===== config.mk =====
export PLATFORM = sky130hd
export DESIGN_NAME = axi2per_r_fifo
export DESIGN_NICKNAME = d
export VERILOG_FILES = /design/src/rtl/axi2per_pkg.sv /design/src/rtl/axi2per_fifo.sv /design/src/rtl/axi2per_r_fifo.sv
export SDC_FILE = /design/constraint.sdc
export NUM_CORES = 1
export LEC_CHECK = 0
export ABC_AREA = 1
export BUFFER_PORTS_ARGS = -buffer_cell sky130_fd_sc_hd__buf_2
export CAP_MARGIN = 20
export CELL_PAD_IN_SITES_DETAIL_PLACEMENT = 0
export CELL_PAD_IN_SITES_GLOBAL_PLACEMENT = 2
export CORE_UTILIZATION = 40
export CTS_CLUSTER_DIAMETER = 30
export DETAILED_ROUTE_END_ITERATION = 6
export GPL_TIMING_DRIVEN = 0
export PLACE_DENSITY_LB_ADDON = 0.2
export SLEW_MARGIN = 20
export SYNTH_ARGS = -nofsm -noshare
export SYNTH_HDL_FRONTEND = slang
export SYNTH_SLANG_ARGS = --single-unit

===== constraint.sdc =====
create_clock -name clk_i -period 6.2 [get_ports clk_i]
set_clock_uncertainty 0.05 [all_clocks]
set_input_delay 1.55 -clock clk_i [delete_from_list [all_inputs] [get_ports clk_i]]
set_output_delay 1.55 -clock clk_i [all_outputs]
set_load 0.05 [all_outputs]

===== src/rtl/axi2per_pkg.sv =====
// Shared definitions for the axi2per bridge: R beat sizing and AXI response codes.
package axi2per_pkg;

    localparam logic [1:0] RESP_OKAY   = 2'b00;
    localparam logic [1:0] RESP_EXOKAY = 2'b01;
    localparam logic [1:0] RESP_SLVERR = 2'b10;
    localparam logic [1:0] RESP_DECERR = 2'b11;

    // One R beat = id + user + data + resp(2) + last(1).
    function automatic int r_beat_width(input int id_width, input int data_width, input int user_width);
        return 3 + id_width + data_width + user_width;
    endfunction

    // SLVERR and DECERR both have resp[1] set.
    function automatic logic resp_is_err(input logic [1:0] resp);
        return (resp == RESP_SLVERR) || (resp == RESP_DECERR);
    endfunction

endpackage


===== src/rtl/axi2per_fifo.sv =====
// Generic valid/ready ring-buffer FIFO with level output and optional fall-through.
module axi2per_fifo #(
    parameter int WIDTH        = 8,
    parameter int DEPTH        = 4,
    parameter bit FALL_THROUGH = 1'b0,
    parameter int CNT_WIDTH    = $clog2(DEPTH + 1)
) (
    input  logic                 clk_i,
    input  logic                 rst_ni,
    input  logic                 in_valid,
    input  logic [WIDTH-1:0]     in_data,
    output logic                 in_ready,
    output logic                 out_valid,
    output logic [WIDTH-1:0]     out_data,
    input  logic                 out_ready,
    output logic [CNT_WIDTH-1:0] level,
    output logic                 wr_en,
    output logic                 rd_en
);

    localparam int PTR_W = (DEPTH > 1) ? $clog2(DEPTH) : 1;

    logic [WIDTH-1:0]     mem [DEPTH];
    logic [PTR_W-1:0]     wr_ptr_reg;
    logic [PTR_W-1:0]     rd_ptr_reg;
    logic [CNT_WIDTH-1:0] level_reg;
    logic                 empty;
    logic                 full;
    logic                 bypass;

    assign empty    = (level_reg == '0);
    assign full     = (level_reg == CNT_WIDTH'(DEPTH));
    assign in_ready = !full;
    assign bypass   = FALL_THROUGH && empty;

    assign out_valid = bypass ? in_valid : !empty;
    assign out_data  = bypass ? in_data  : mem[rd_ptr_reg];

    // A beat consumed in the same cycle it arrives at an empty fall-through FIFO is never stored.
    assign wr_en = in_valid && in_ready && !(bypass && out_ready);
    assign rd_en = out_valid && out_ready && !empty;
    assign level = level_reg;

    always_ff @(posedge clk_i or negedge rst_ni) begin
        if (!rst_ni) begin
            wr_ptr_reg <= '0;
            rd_ptr_reg <= '0;
            level_reg  <= '0;
        end else begin
            if (wr_en) begin
                wr_ptr_reg <= (wr_ptr_reg == PTR_W'(DEPTH - 1)) ? '0 : wr_ptr_reg + PTR_W'(1);
            end
            if (rd_en) begin
                rd_ptr_reg <= (rd_ptr_reg == PTR_W'(DEPTH - 1)) ? '0 : rd_ptr_reg + PTR_W'(1);
            end
            case ({wr_en, rd_en})
                2'b10:   level_reg <= level_reg + CNT_WIDTH'(1);
                2'b01:   level_reg <= level_reg - CNT_WIDTH'(1);
                default: level_reg <= level_reg;
            endcase
        end
    end

    always_ff @(posedge clk_i) begin
        if (wr_en) begin
            mem[wr_ptr_reg] <= in_data;
        end
    end

endmodule


===== src/rtl/axi2per_r_fifo.sv =====
// AXI R-channel elastic buffer: stores whole beats, counts complete bursts, flags popped error responses.
module axi2per_r_fifo
    import axi2per_pkg::*;
#(
    parameter int ID_WIDTH     = 4,
    parameter int DATA_WIDTH   = 64,
    parameter int USER_WIDTH   = 6,
    parameter int DEPTH        = 4,
    parameter bit FALL_THROUGH = 1'b0,
    parameter int CNT_WIDTH    = $clog2(DEPTH + 1)
) (
    input  logic                  clk_i,
    input  logic                  rst_ni,
    input  logic                  slave_valid_i,
    input  logic [DATA_WIDTH-1:0] slave_data_i,
    input  logic [1:0]            slave_resp_i,
    input  logic [USER_WIDTH-1:0] slave_user_i,
    input  logic [ID_WIDTH-1:0]   slave_id_i,
    input  logic                  slave_last_i,
    output logic                  slave_ready_o,
    output logic                  master_valid_o,
    output logic [DATA_WIDTH-1:0] master_data_o,
    output logic [1:0]            master_resp_o,
    output logic [USER_WIDTH-1:0] master_user_o,
    output logic [ID_WIDTH-1:0]   master_id_o,
    output logic                  master_last_o,
    input  logic                  master_ready_i,
    output logic [CNT_WIDTH-1:0]  level_o,
    output logic [CNT_WIDTH-1:0]  bursts_o,
    output logic                  err_seen_o
);

    localparam int BEAT_W = r_beat_width(ID_WIDTH, DATA_WIDTH, USER_WIDTH);

    logic [BEAT_W-1:0]    beat_in;
    logic [BEAT_W-1:0]    beat_out;
    logic                 wr_en;
    logic                 rd_en;
    logic [CNT_WIDTH-1:0] bursts_reg;
    logic                 err_seen_reg;

    assign beat_in = {slave_id_i, slave_user_i, slave_data_i, slave_resp_i, slave_last_i};
    assign {master_id_o, master_user_o, master_data_o, master_resp_o, master_last_o} = beat_out;

    axi2per_fifo #(
        .WIDTH        (BEAT_W),
        .DEPTH        (DEPTH),
        .FALL_THROUGH (FALL_THROUGH),
        .CNT_WIDTH    (CNT_WIDTH)
    ) u_fifo (
        .clk_i     (clk_i),
        .rst_ni    (rst_ni),
        .in_valid  (slave_valid_i),
        .in_data   (beat_in),
        .in_ready  (slave_ready_o),
        .out_valid (master_valid_o),
        .out_data  (beat_out),
        .out_ready (master_ready_i),
        .level     (level_o),
        .wr_en     (wr_en),
        .rd_en     (rd_en)
    );

    // Only stored beats move the burst count; fall-through beats bypass it entirely.
    always_ff @(posedge clk_i or negedge rst_ni) begin
        if (!rst_ni) begin
            bursts_reg   <= '0;
            err_seen_reg <= 1'b0;
        end else begin
            case ({wr_en && slave_last_i, rd_en && master_last_o})
                2'b10:   bursts_reg <= bursts_reg + CNT_WIDTH'(1);
                2'b01:   bursts_reg <= bursts_reg - CNT_WIDTH'(1);
                default: bursts_reg <= bursts_reg;
            endcase
            if (master_valid_o && master_ready_i && resp_is_err(master_resp_o)) begin
                err_seen_reg <= 1'b1;
            end
        end
    end

    assign bursts_o   = bursts_reg;
    assign err_seen_o = err_seen_reg;

`ifndef SYNTHESIS
    a_level_max: assert property (@(posedge clk_i) disable iff (!rst_ni)
        level_o <= CNT_WIDTH'(DEPTH));
    a_bursts_le_level: assert property (@(posedge clk_i) disable iff (!rst_ni)
        bursts_o <= level_o);
    a_no_push_full: assert property (@(posedge clk_i) disable iff (!rst_ni)
        !(wr_en && (level_o == CNT_WIDTH'(DEPTH))));
    a_payload_stable: assert property (@(posedge clk_i) disable iff (!rst_ni)
        (master_valid_o && !master_ready_i) |=> (master_valid_o && $stable(beat_out)));
`endif

endmodule


Yosys cells after proc, flatten, opt, wreduce, memory -nomap -nowiden
Memory sizes are Yosys's and may differ from the RTL's.
Cells that the tools add are included.
Word-level totals
  flip-flop bits (word level): 11
  memory bits (writable): 308
  bits of input ports: 81
  output and inout port bits: 86
  logic and storage cells: 39
  memories: 1
Cells by class
  add/subtract/negate cells: 6
  equality and inequality tests: 9
  multiplexer cells: 6
  reduce and logical (&&, ||, !) cells: 12
Memories
  u_fifo.mem: depth 4, bits a word 77, read ports 1, clocked after memory_dff 0, write ports 1, RTL line axi2per_fifo.sv:23  | logic [WIDTH-1:0] mem [DEPTH];
Operator list (count)
  $eq A2 B2 Y1 const B: 6
  $pmux W3 S2: 2
  $add A3 B1 Y3 const B: 2
  $logic_and A1 B1 Y1: 6
  $sub A3 B1 Y3 const B: 2
  $add A2 B1 Y2 const B: 2
  $eq A2 B1 Y1 const B: 2
  $mux W2: 2
  $reduce_bool A2 Y1: 2
  $eq A3 B3 Y1 const B: 1
  $logic_not A3 Y1: 1
  $logic_not A1 Y1: 2
  $mux W1: 2
  $logic_or A1 B1 Y1: 1

Logic depth before layout (Yosys ltp)
  word-level depth: 7
  depth in mapped cells: 13
  mapped depth without buffers: 11

By module
A second synthesis with hierarchy kept.
Second synthesis, totals
  cells, all modules: 982
  area, all modules: 12807.3 um2
Modules (own cells, without submodules)
  axi2per_fifo: instances 1, cells each 958, area each 12588.3 um2, sequential area each 9424.0 um2
  axi2per_r_fifo: instances 1, cells each 24, area each 219.0 um2, sequential area each 100.1 um2

Worst setup path before layout
OpenSTA, ideal clock, no wires.
  path type: input to register
  from: input slave_valid_i
  to: memory u_fifo.mem[0][0] (netlist name) (enable)
  library setup time: 513 ps
  data arrival time: 4899 ps
  data required time: 5637 ps
  path slack: 738 ps
  cell stages on the path: 2
  path buffers: 0
  cell sequence: nand2_2 nor2_1
Between the ends
  word-level cells in the longest chain between the ends: 3
Ends and longest elaborated chain
  start, declared: RTL line axi2per_r_fifo.sv:14  | input logic slave_valid_i,
  $logic_and A1 B1 Y1: RTL line axi2per_fifo.sv:40  | assign wr_en = in_valid && in_ready && !(bypass && out_ready);
  $mux W1: RTL line axi2per_fifo.sv:65  | if (wr_en) begin
  $mux W1 (implied by the code): RTL line axi2per_fifo.sv:66  | mem[wr_ptr_reg] <= in_data;
  end, declared: RTL line axi2per_fifo.sv:23
No other way between the ends.

Final worst setup path
  from: register u_fifo.rd_ptr_reg[1]
  to: output master_data_o[46]
Between the ends
  word-level cells in the longest chain between the ends: 1
Ends and longest elaborated chain
  start, declared: RTL line axi2per_fifo.sv:25  | logic [PTR_W-1:0] rd_ptr_reg;
  start signal, assigned: RTL line axi2per_fifo.sv:54  | rd_ptr_reg <= (rd_ptr_reg == PTR_W'(DEPTH - 1)) ? '0 : rd_ptr_reg + PTR_W'(1);
  $mem_v2 Z4 W77
  end, declared: RTL line axi2per_r_fifo.sv:22  | output logic [DATA_WIDTH-1:0] master_data_o,
No other way between the ends.

==> out/metrics.csv <==
metric,value,unit
run status,"finished, final reports clean",
Tmin final,3.984,ns
simple-gate portion of the synthesized area,0.06147,
CTS resizes,0,
grt ovf,0,
Setup Viol. Count Final,0,
CTS tree,done,
FF/Latch Area,0.009524,mm2
DRT iter0 DRCs,309,
post-CTS setup buffer count,0,
crit path kind,register to primary output,
Reg-to-Reg End,u_fifo.mem[2][55]$_DFFE_PP_,
CP endpoint kind,primary output,
first-pass GRT wire length,44280,um
post-synthesis mux area share,0,
yosys warns,0,
Root Driver,clkbuf_16,
Pre-antenna DRT Iters,5,
Post-Synthesis Cells,827,
WP data required,4.60,ns
"delay-heaviest family, CP",buffers and inverters,
FF-to-FF setup slack,3.88,ns
CP Cell Sequence,inv_2 -> clkbuf_1 -> o21ai_1 -> o22ai_1 -> buf_2,
CP max stage cell,dfrtp_1,
syn nets,917,
multi-input logic area,0.002182,mm2
layout net count,1174,
Placer Congestion,0.7162,
"Cell Area, Synth",0.01211,mm2
Critical Path AT,2.38,ns
DIE WIDTH,176.0,um
DR vias,7635,
clock slew seen by the registers of the worst setup and hold paths,0.04,ns
vias in the first global route,7739,
"Core Util, Final",0.5498,
Final ANT Viol Nets,0,
post-synth top area share,0.7636,
Fillers,2476,
"leading cell type in the layout, fill and taps excluded",edfxtp_1,
WL/cell,18.86,um
hold path depth,2,
Max-Cap Viols,0,
largest net degree at the start of global routing,23,
Area growth syn-to-layout,34.91,%
Seq cells post-synth,319,
worst-case reg-to-reg path depth,6,
CP bufs+invs,3,
RSZ-0062 raised after global routing,no,
"Slew Viols, Final",0,
adder-cell share of the synthesized area,0.01054,
clock latency at the later pin of the worst-skew pair,0.56,ns
Clock Path Buffers,3,
syn avg cell area,14.65,um2
core area,0.02972,mm2
# DRC,0,
layout cell share with drive strength beyond 1,0.3051,
Yosys cell types,24,
Total GRT Usage,0.1926,
max FFs per register,308,
Synth area leader,edfxtp_1,
clk sinks,319,
crit-path max cell delay,0.47,ns
worst hold start,err_seen_o$_DFFE_PN0P_,
final worst path period share,0.6427,
largest family of logic cells by synthesized area,compound AO/OA/AOI/OAI gates,
I/O Buffers,166,
xor/xnor share of the synthesized area,0.002893,
RR Startpoint,u_fifo.level[1]$_DFFE_PN0P_,
initial core utilization,0.4076,
worst slew pin tran,0.7476,ns
Num CTS Buffers,74,
die area,0.03098,mm2
Ports,167,
H-tree levels,3,
register area share after synthesis,0.7864,
initial antenna violation count,3,
CP startpoint kind,register,
vias per cell,4.974,
Worst Hold Endpoint,err_seen_o$_DFFE_PN0P_,
CP Max Fanout,10,
Synth Area in Compound Gates,0.1028,
Final Hold Vio Count,0,
Slew headroom,0.5004,
Hold Crit Class,register to register,
total wire length,28950,um
"leading cell types in the layout, fill and taps excluded","edfxtp_1, buf_2, nor2_1",
largest cells by area after synthesis,"edfxtp_1, nor2_1, o22ai_1, o21ai_0, o21ai_1",
Row Count,63,
cts-stage hold buffer count,0,
dpl hpwl,17790,um
Max Freq,251.0,MHz
die height,176.0,um
==> cell families after synthesis <==
family	after synthesis
flip-flops	319
AO/OA/AOI/OAI	230
AND/OR/NAND/NOR	194
buffers and inverters	71
adder cells (fa/ha/maj)	9
XOR/XNOR	4
==> metal layers <==
metal | share of wire | track usage | vias to the layer above
li1 | - | - | 3643
met3 | 0.060 | 0.04823 | 57
met5 | 0.00086 | 0 | -
met4 | 0.019 | 0.07246 | 4
met1 | 0.44 | 0.2550 | 3699
met2 | 0.48 | 0.3070 | 232
==> worst min-delay path, cell delays in order (launching register included) <==
cell	delay (ns)
dfrtp_1	0.33
inv_1	0.04
nand2_1	0.05
==> worst max path at each step <==
stage | from | slack [ns] | cells past startpoint | end
CTS | u_fifo.rd_ptr_reg[1]$_DFFE_PN0N_ | 2.17 | 5 | master_data_o[46]
detailed placement | master_ready_i | 2.67 | 9 | u_fifo.level[2]$_DFFE_PN0P_
global route | u_fifo.rd_ptr_reg[1]$_DFFE_PN0N_ | 2.03 | 5 | master_data_o[47]
global placement | slave_valid_i | -2.25 | 3 | u_fifo.mem[0][44]$_DFFE_PP_
floorplan | slave_valid_i | 0.74 | 2 | u_fifo.mem[0][0]$_DFFE_PP_
finish | u_fifo.rd_ptr_reg[1]$_DFFE_PN0N_ | 2.22 | 5 | master_data_o[46]
==> area by class of cell <==
| class | instances | area share |
|---|---|---|
| repair buffers | 181 | 0.07244 |
| well taps | 390 | 0.02986 |
| multi-input cells | 437 | 0.1335 |
| clock inverters | 52 | 0.03500 |
| flip-flops and latches | 319 | 0.5829 |
| clock buffers | 84 | 0.1195 |
| plain buffers | 50 | 0.02167 |
| diodes | 1 | 0.0001532 |
| inverters | 21 | 0.004977 |
==> stage by stage <==
| stage | hold WS, ns | instances | setup TNS (ns) | cell area [um2] | setup slack [ns] |
|---|---|---|---|---|---|
| 3_5_place_dp | 0.3997 | 1398 | 0 | 13810 | 2.669 |
| 5_1_grt | 0.4260 | 1535 | 0 | 16340 | 2.027 |
| 4_1_cts | 0.4113 | 1534 | 0 | 16340 | 2.168 |
| 3_3_place_gp | 0.3969 | 1383 | -670.96 | 13430 | -2.249 |
| 6_report | 0.4058 | 1535 | 0 | 16340 | 2.216 |
| 2_1_floorplan | 0.4423 | 827 | 0 | 12110 | 0.7381 |
==> cells in the mapped netlist <==
| library cell | number |
|---|---|
| o22ai_1 | 75 |
| dfrtp_1 | 11 |
| a21oi_1 | 1 |
| nor2_1 | 157 |
| and2_1 | 1 |
| o21ai_0 | 79 |
| xor2_1 | 1 |
| inv_2 | 1 |
| xnor2_1 | 3 |
| fa_1 | 2 |
| edfxtp_1 | 308 |
| inv_1 | 19 |
| nand3_1 | 9 |
| clkbuf_4 | 1 |
| nand2_2 | 1 |
| buf_4 | 11 |
| clkbuf_1 | 11 |
| clkbuf_2 | 5 |
| buf_2 | 8 |
| ha_1 | 7 |
| inv_4 | 1 |
| nand2_1 | 26 |
| buf_6 | 14 |
| o21ai_1 | 75 |
Power is not shown: default switching activity piles up to over one toggle a cycle in this logic, so the estimate is an artifact.
